[src/rtl/lookup_arbiter.sv]
`default_nettype none
//------------------------------------------------------------------------------
// lookup_arbiter : round-robin arbiter that hands one RX port's MAC pair at a
//                  time to the lookup/learn engine and tracks completion.
// Revision       : 1.0
//------------------------------------------------------------------------------
module lookup_arbiter #(
  parameter int NUM_PORTS      = 4,
  parameter int TIMEOUT_CYCLES = 64
) (
  input  logic                              switch_clk,
  input  logic                              switch_rst_n,
  input  logic [NUM_PORTS-1:0]              req_valid_i,
  input  logic [NUM_PORTS-1:0][47:0]        req_dst_mac_i,
  input  logic [NUM_PORTS-1:0][47:0]        req_src_mac_i,
  output logic [NUM_PORTS-1:0]              req_ready_o,
  output logic                              lu_valid_o,
  output logic [47:0]                       lu_dst_mac_o,
  output logic [47:0]                       lu_src_mac_o,
  output logic [$clog2(NUM_PORTS)-1:0]      lu_port_o,
  input  logic                              lu_ready_i,
  input  logic                              lu_done_i,
  output logic [NUM_PORTS-1:0]              grant_o,
  output logic                              lu_timeout_o
);

  localparam int                   PW         = $clog2(NUM_PORTS);
  localparam int                   CW         = $clog2(TIMEOUT_CYCLES);
  localparam logic [CW-1:0]        C_CNT_LAST = CW'(TIMEOUT_CYCLES - 1);
  localparam logic [NUM_PORTS-1:0] C_ONE      = NUM_PORTS'(1);

  typedef enum logic [1:0] {
    ST_IDLE      = 2'd0,
    ST_ISSUE     = 2'd1,
    ST_WAIT_DONE = 2'd2
  } state_t;

  state_t              r_state;
  logic [PW-1:0]       r_last_grant;
  logic [CW-1:0]       r_cnt;

  logic                w_any;
  logic [PW-1:0]       w_sel;
  logic [NUM_PORTS-1:0] w_sel_oh;

  // Two passes: lowest requester above last_grant wins, otherwise wrap to the lowest overall.
  always_comb begin
    w_any = 1'b0;
    w_sel = '0;
    for (int i = NUM_PORTS - 1; i >= 0; i--) begin
      if (req_valid_i[i] && (PW'(i) > r_last_grant)) begin
        w_any = 1'b1;
        w_sel = PW'(i);
      end
    end
    if (!w_any) begin
      for (int i = NUM_PORTS - 1; i >= 0; i--) begin
        if (req_valid_i[i]) begin
          w_any = 1'b1;
          w_sel = PW'(i);
        end
      end
    end
  end

  assign w_sel_oh    = C_ONE << w_sel;
  assign req_ready_o = (switch_rst_n && (r_state == ST_IDLE) && w_any) ? w_sel_oh : '0;

  always_ff @(posedge switch_clk or negedge switch_rst_n) begin
    if (!switch_rst_n) begin
      r_state      <= ST_IDLE;
      r_last_grant <= PW'(NUM_PORTS - 1);
      r_cnt        <= '0;
      lu_valid_o   <= 1'b0;
      lu_timeout_o <= 1'b0;
      grant_o      <= '0;
      lu_dst_mac_o <= '0;
      lu_src_mac_o <= '0;
      lu_port_o    <= '0;
    end else begin
      lu_timeout_o <= 1'b0;
      case (r_state)
        ST_IDLE: begin
          if (w_any) begin
            lu_dst_mac_o <= req_dst_mac_i[w_sel];
            lu_src_mac_o <= req_src_mac_i[w_sel];
            lu_port_o    <= w_sel;
            r_last_grant <= w_sel;
            grant_o      <= w_sel_oh;
            lu_valid_o   <= 1'b1;
            r_state      <= ST_ISSUE;
          end
        end
        ST_ISSUE: begin
          if (lu_ready_i) begin
            lu_valid_o <= 1'b0;
            r_cnt      <= '0;
            r_state    <= ST_WAIT_DONE;
          end
        end
        ST_WAIT_DONE: begin
          // Completion takes precedence over a coincident timeout.
          if (lu_done_i) begin
            grant_o <= '0;
            r_state <= ST_IDLE;
          end else if (r_cnt == C_CNT_LAST) begin
            grant_o      <= '0;
            lu_timeout_o <= 1'b1;
            r_state      <= ST_IDLE;
          end else begin
            r_cnt <= r_cnt + 1'b1;
          end
        end
        default: begin
          grant_o    <= '0;
          lu_valid_o <= 1'b0;
          r_state    <= ST_IDLE;
        end
      endcase
    end
  end

endmodule
`default_nettype wire

[config.mk]
export PLATFORM = sky130hd
export DESIGN_NAME = lookup_arbiter
export DESIGN_NICKNAME = d
export VERILOG_FILES = /design/src/rtl/lookup_arbiter.sv
export SDC_FILE = /design/constraint.sdc
export NUM_CORES = 1
export LEC_CHECK = 0
export ABC_AREA = 1
export BUFFER_PORTS_ARGS = -buffer_cell sky130_fd_sc_hd__buf_2
export CAP_MARGIN = 40
export CORE_AREA = 2 2 197 199
export DETAILED_ROUTE_END_ITERATION = 8
export DIE_AREA = 0 0 199 201
export GPL_TIMING_DRIVEN = 0
export PLACE_DENSITY_LB_ADDON = 0.25
export SYNTH_ARGS = -nofsm -noshare
export SYNTH_HDL_FRONTEND = slang
export SYNTH_SLANG_ARGS = --single-unit
[constraint.sdc]
create_clock -name switch_clk -period 4.2 [get_ports switch_clk]
set_input_delay 0.84 -clock switch_clk [delete_from_list [all_inputs] [get_ports switch_clk]]
set_output_delay 0.84 -clock switch_clk [all_outputs]
set_load 0.05 [all_outputs]
== Word level (Yosys, flattened, before mapping) ==
Cells that the tools add are included.

* Add/subtract/negate cells: 1
* Order comparisons: 5
* Eq/ne operators: 8
* Shift operators: 1
* Mux-type cells: 42
* Bitwise gates (word level): 2
* Reduce and logical (&&, ||, !) cells: 13

{| class="wikitable"
|+ Operator list
! operator !! number
|-
| binary-select mux 48 bit (select 2 bit) || 2
|-
| two-way mux 48 bit || 2
|-
| two-way mux 2 bit || 13
|-
| two-way mux 6 bit || 3
|-
| two-way mux 4 bit || 4
|-
| two-way mux 1 bit || 14
|-
| one-hot mux 4 bit (3 select lines) || 1
|-
| one-hot mux 6 bit (2 select lines) || 1
|-
| AND reduction 3 bit || 3
|-
| != test 2 bit, second input constant || 4
|-
| adder 6 x 1 -> 6 bit, second input constant || 1
|-
| equality test 6 bit, second input constant || 1
|-
| logical AND 1 bit || 6
|-
| one-hot mux 2 bit (3 select lines) || 1
|-
| greater-than comparator 1 x 2 -> 1 bit, first input constant || 2
|-
| greater-than comparator 2 bit, first input constant || 2
|-
| AND reduction 4 bit || 1
|-
| left shift 1 x 2 -> 4 bit, first input constant || 1
|-
| less-than comparator 2 x 3 -> 1 bit, second input constant || 1
|-
| != test 3 bit, second input constant || 1
|-
| one-hot mux 1 bit (3 select lines) || 1
|-
| equality test 2 x 1 -> 1 bit, second input constant || 1
|-
| equality test 2 bit, second input constant || 1
|-
| logical NOT 2 bit || 1
|-
| 3 further kinds || 4
|}

* Register bits: 114
* Input port bits: 392
* Word-level logic and storage cells: 81

== Logic depth before layout (Yosys ltp) ==
* Depth after elaboration: 14
* Mapped depth: 12

== Least setup slack after synthesis ==
Ideal clock, no wire load.

* Path type: input to output
* Start: in req_valid_i[1]
* End: out req_ready_o[0]
* Data arrival time: 2.599 ns
* Required time: 3.360 ns
* Path slack: 0.761 ns
* Stages on the path: 7
* Buffers on the path: 1
* Cell sequence: inv_1 -> nand3_1 -> nand2_1 -> inv_2 -> buf_2 -> nand2_1 -> nor3_1

* Longest elaborated chain between the ends: 10

{| class="wikitable"
|+ Ends and longest elaborated chain
! what !! RTL line !! text
|-
| start: declaration || 13 || <nowiki>input logic [NUM_PORTS-1:0] req_valid_i,</nowiki>
|-
| logical AND 1 bit || 51 || <nowiki>if (req_valid_i[i] && (PW'(i) > r_last_grant)) begin</nowiki>
|-
| two-way mux 2 bit (2 in a row) || 51 ||
|-
| two-way mux 2 bit (4 in a row) || 58 || <nowiki>if (req_valid_i[i]) begin</nowiki>
|-
| two-way mux 2 bit || 56 || <nowiki>if (!w_any) begin</nowiki>
|-
| left shift 1 x 2 -> 4 bit || 66 || <nowiki>assign w_sel_oh = C_ONE << w_sel;</nowiki>
|-
| two-way mux 4 bit (*) || 67 || <nowiki>assign req_ready_o = (switch_rst_n && (r_state == ST_IDLE) && w_any) ? w_sel_oh : '0;</nowiki>
|-
| end: declaration || 16 || <nowiki>output logic [NUM_PORTS-1:0] req_ready_o,</nowiki>
|}

Every way passes the cells marked *; elsewhere a longest branch is shown, timed or not.

== Final worst setup path ==
* Start: reg r_last_grant[0]
* End: out req_ready_o[1]

* Longest elaborated chain between the ends: 13

{| class="wikitable"
|+ Ends and longest elaborated chain
! what !! RTL line !! text
|-
| start: declaration || 39 || <nowiki>logic [PW-1:0] r_last_grant;</nowiki>
|-
| start signal: assignment || 72 || <nowiki>r_last_grant <= PW'(NUM_PORTS - 1);</nowiki>
|-
| start signal: assignment || 88 || <nowiki>r_last_grant <= w_sel;</nowiki>
|-
| greater-than comparator 2 bit || 51 ||
|-
| logical AND 1 bit || 51 ||
|-
| two-way mux 2 bit (4 in a row) || 51 ||
|-
| two-way mux 2 bit (4 in a row) || 58 ||
|-
| two-way mux 2 bit || 56 ||
|-
| left shift 1 x 2 -> 4 bit || 66 ||
|-
| two-way mux 4 bit (*) || 67 ||
|}

Marks and branches as above.

==> qor.yml <==
clk_pin_slew_ns: 0.06
finalHoldViolCount: 0
power.density_mw_per_mm2: 873
p_int_uw: 4370
rr_startpoint: "r_last_grant[0]"
dp_hpwl_mm: 35.4
vias: 10600
grt_pass1_vias: 10600
nets: 2114
area_delta_synth_final_pct: 49.6
ys_seq_elements: 114
final-max-slew-violation-count: 0
syn_area_mm2: 0.00786
yosysWarnings: 0
holdBufCountCts: 0
htreeDepth: 4
grt_max_degree: 57
syn_avg_cell_area_um2: 6.55
crit_type: "flop to primary output"
leakage_uw: 0.00601
final_area_mm2: 0.0117
ant_nets: 0
cts_resized: 0
numClockSinks: 114
worst_slew_pin_slew_ns: 0.711
gp_congestion: 0.952
synth_cell_types: 24
finalCritPeriodShare: 0.861
die_x_um: 199
drt-initial-drc-count: 502
dr.pass1.iters: 5
setup_viol: 0
die_h_um: 201
final_common_cell: "buf_2"
grt_pass1_wl_mm: 63.0
swShare: 0.574
drive_gt1_frac: 0.354
track_usage: 0.214
end_kind: "primary output"
wl_per_cell_um: 19.4
antenna_found_initial: 16
hold_path_class: "input port to async pin"
grt_overflow: 0
cts_buffers: 17
timing.rr.end: "lu_src_mac_o[0]"
r2r_cells: 11
fin_setup_tns_ns: 0
status: "finished, final reports clean"
place_area_mm2: 0.0111
cts_setup_buffers: 0
core_area_mm2: 0.0381
clk_latency_ns: 0.42
cts_tree: "built"
viasPerCell: 4.70
r2r_setup_slack_ns: 1.75
pin_count: 500
critical-path-slowest-cell: "dfstp_2"
cts_root_buffer: "clkbuf_16"
worst_ep_required_time_ns: 3.36
drt-total-wl_mm: 44.0
yosysSeqAreaShare: 0.363
min_period_ns: 3.62
fin_util: 0.308
pwr-share-comb: 0.653
start_util: 0.206
dieArea_mm2: 0.0400
seqPwrFrac: 0.190
final.setup_skew_ns: 0.0122
power.switching_uw: 5890
fmax_mhz: 277
drc_errors: 0
synthCells: 1200
slew_headroom: 0.526
start_kind: "flop"
p_clk_frac: 0.157
path_cells: "nand2_1 -> nand2_2 -> nand2_2 -> nor2_1 -> nand2_2 -> nand2_2 -> buf_2 -> nand2_1 -> nor2_1 -> buf_2"
arrival_ns: 2.78
timing.critical_path.mode_cell: "nand2_2"
peakVddDrop_v: 0.000305
synth_nets: 1593
clockBufferDepth: 2
cp_slowest_stage_delay_ns: 0.57
rows: 72
drv_cap: 0
crit_fanout: 10
rsz0062_at_grt: "no"
layout_common_cells: "buf_2 (560), nand3_1 (388), nor2_1 (299)"
port_buffers: 499
-- power by group through the flow --
| stage | Clock, µW | Sequential (µW) | Combinational, µW |
|---|---|---|---|
| 2_1_floorplan | 0 | 3710 | 2830 |
| 3_3_place_gp | 0 | 1950 | 6730 |
| 3_5_place_dp | 0 | 1970 | 6770 |
| 4_1_cts | 1660 | 1960 | 6770 |
| 5_1_grt | 1710 | 2020 | 7290 |
| 6_report | 1610 | 1950 | 6700 |
-- layout make-up --
type	count	area [µm²]
clock buffer	20	467
clock inverter	12	179
sequential	114	2860
timing repair buffer	502	2570
tap	518	648
fill	4343	26400
buffer	113	517
multi-input combinational	952	4400
inverter	21	78.8
antenna	12	30.0
-- registers in the layout (all words and copies together), names as in the netlist --
| signal | count |
|---|---|
| lu_timeout_o | 1 |
| lu_src_mac_o | 48 |
| r_last_grant | 2 |
| grant_o | 4 |
| lu_port_o | 2 |
| lu_valid_o | 1 |
| lu_dst_mac_o | 48 |
| r_cnt | 6 |
| r_state | 2 |
-- worst max-delay path by stage --
stage / startpoint / to / slack [ns] / depth (start not counted)
floorplan: req_valid_i[1] / req_ready_o[0] / 0.76 / 7
global placement: switch_rst_n / req_ready_o[3] / -0.60 / 4
detailed placement: req_valid_i[2] / req_ready_o[1] / 0.54 / 10
CTS: r_last_grant[0] / req_ready_o[1] / 0.45 / 10
global route: r_last_grant[0] / req_ready_o[1] / 0.34 / 10
finish: r_last_grant[0] / req_ready_o[1] / 0.58 / 10
-- metal layers --
metal	GRT usage	wire length [µm]	up-vias	part of all wire
li1	-	-	5172	-
met1	0.245	17600	4943	0.40
met2	0.376	21800	452	0.50
met3	0.0561	3380	60	0.077
met4	0.0829	1140	8	0.026
met5	0.0111	45	-	0.0010
-- kinds of logic after synthesis --
family | Yosys count | synth area share
xor+xnor | 1 | 0.00112
compound gates | 17 | 0.0129
buf+inv | 134 | 0.0758
flops | 114 | 0.363
fa+ha+maj | 1 | 0.00159
simple gates | 933 | 0.545
-- per-stage QoR --
stage	setup slack (ns)	power [µW]	hold WS, ns	std cells
detailed placement	0.543	8740	0.472	2220
CTS	0.447	10400	0.191	2252
global route	0.337	11000	0.190	2261
floorplan	0.761	6540	0.475	1200
finish	0.585	10300	0.213	2264
global placement	-0.595	8670	0.468	2217
-- cells in the mapped netlist, drive strengths merged --
cell type	number	area (µm²)
a21oi	4	23.8
buf	77	382
clkbuf	36	135
dfrtp	112	2800
dfstp	2	52.6
ha	1	12.5
inv	21	78.8
nand2	138	528
nand3	388	1940
nand3b	1	7.51
nand4	96	601
nor2	304	1170
nor3	6	30.0
o21ai	8	40.0
o21bai	1	7.51
o31ai	4	30.0
xnor2	1	8.76
-- worst max-delay path, delay by kind of cell (launching register included) --
kind                   cells  cell delay, ns
buffers and inverters      2            0.60
AND/OR/NAND/NOR            8            1.19
flip-flops                 1            0.57
Power figures use the tool's default switching activity.
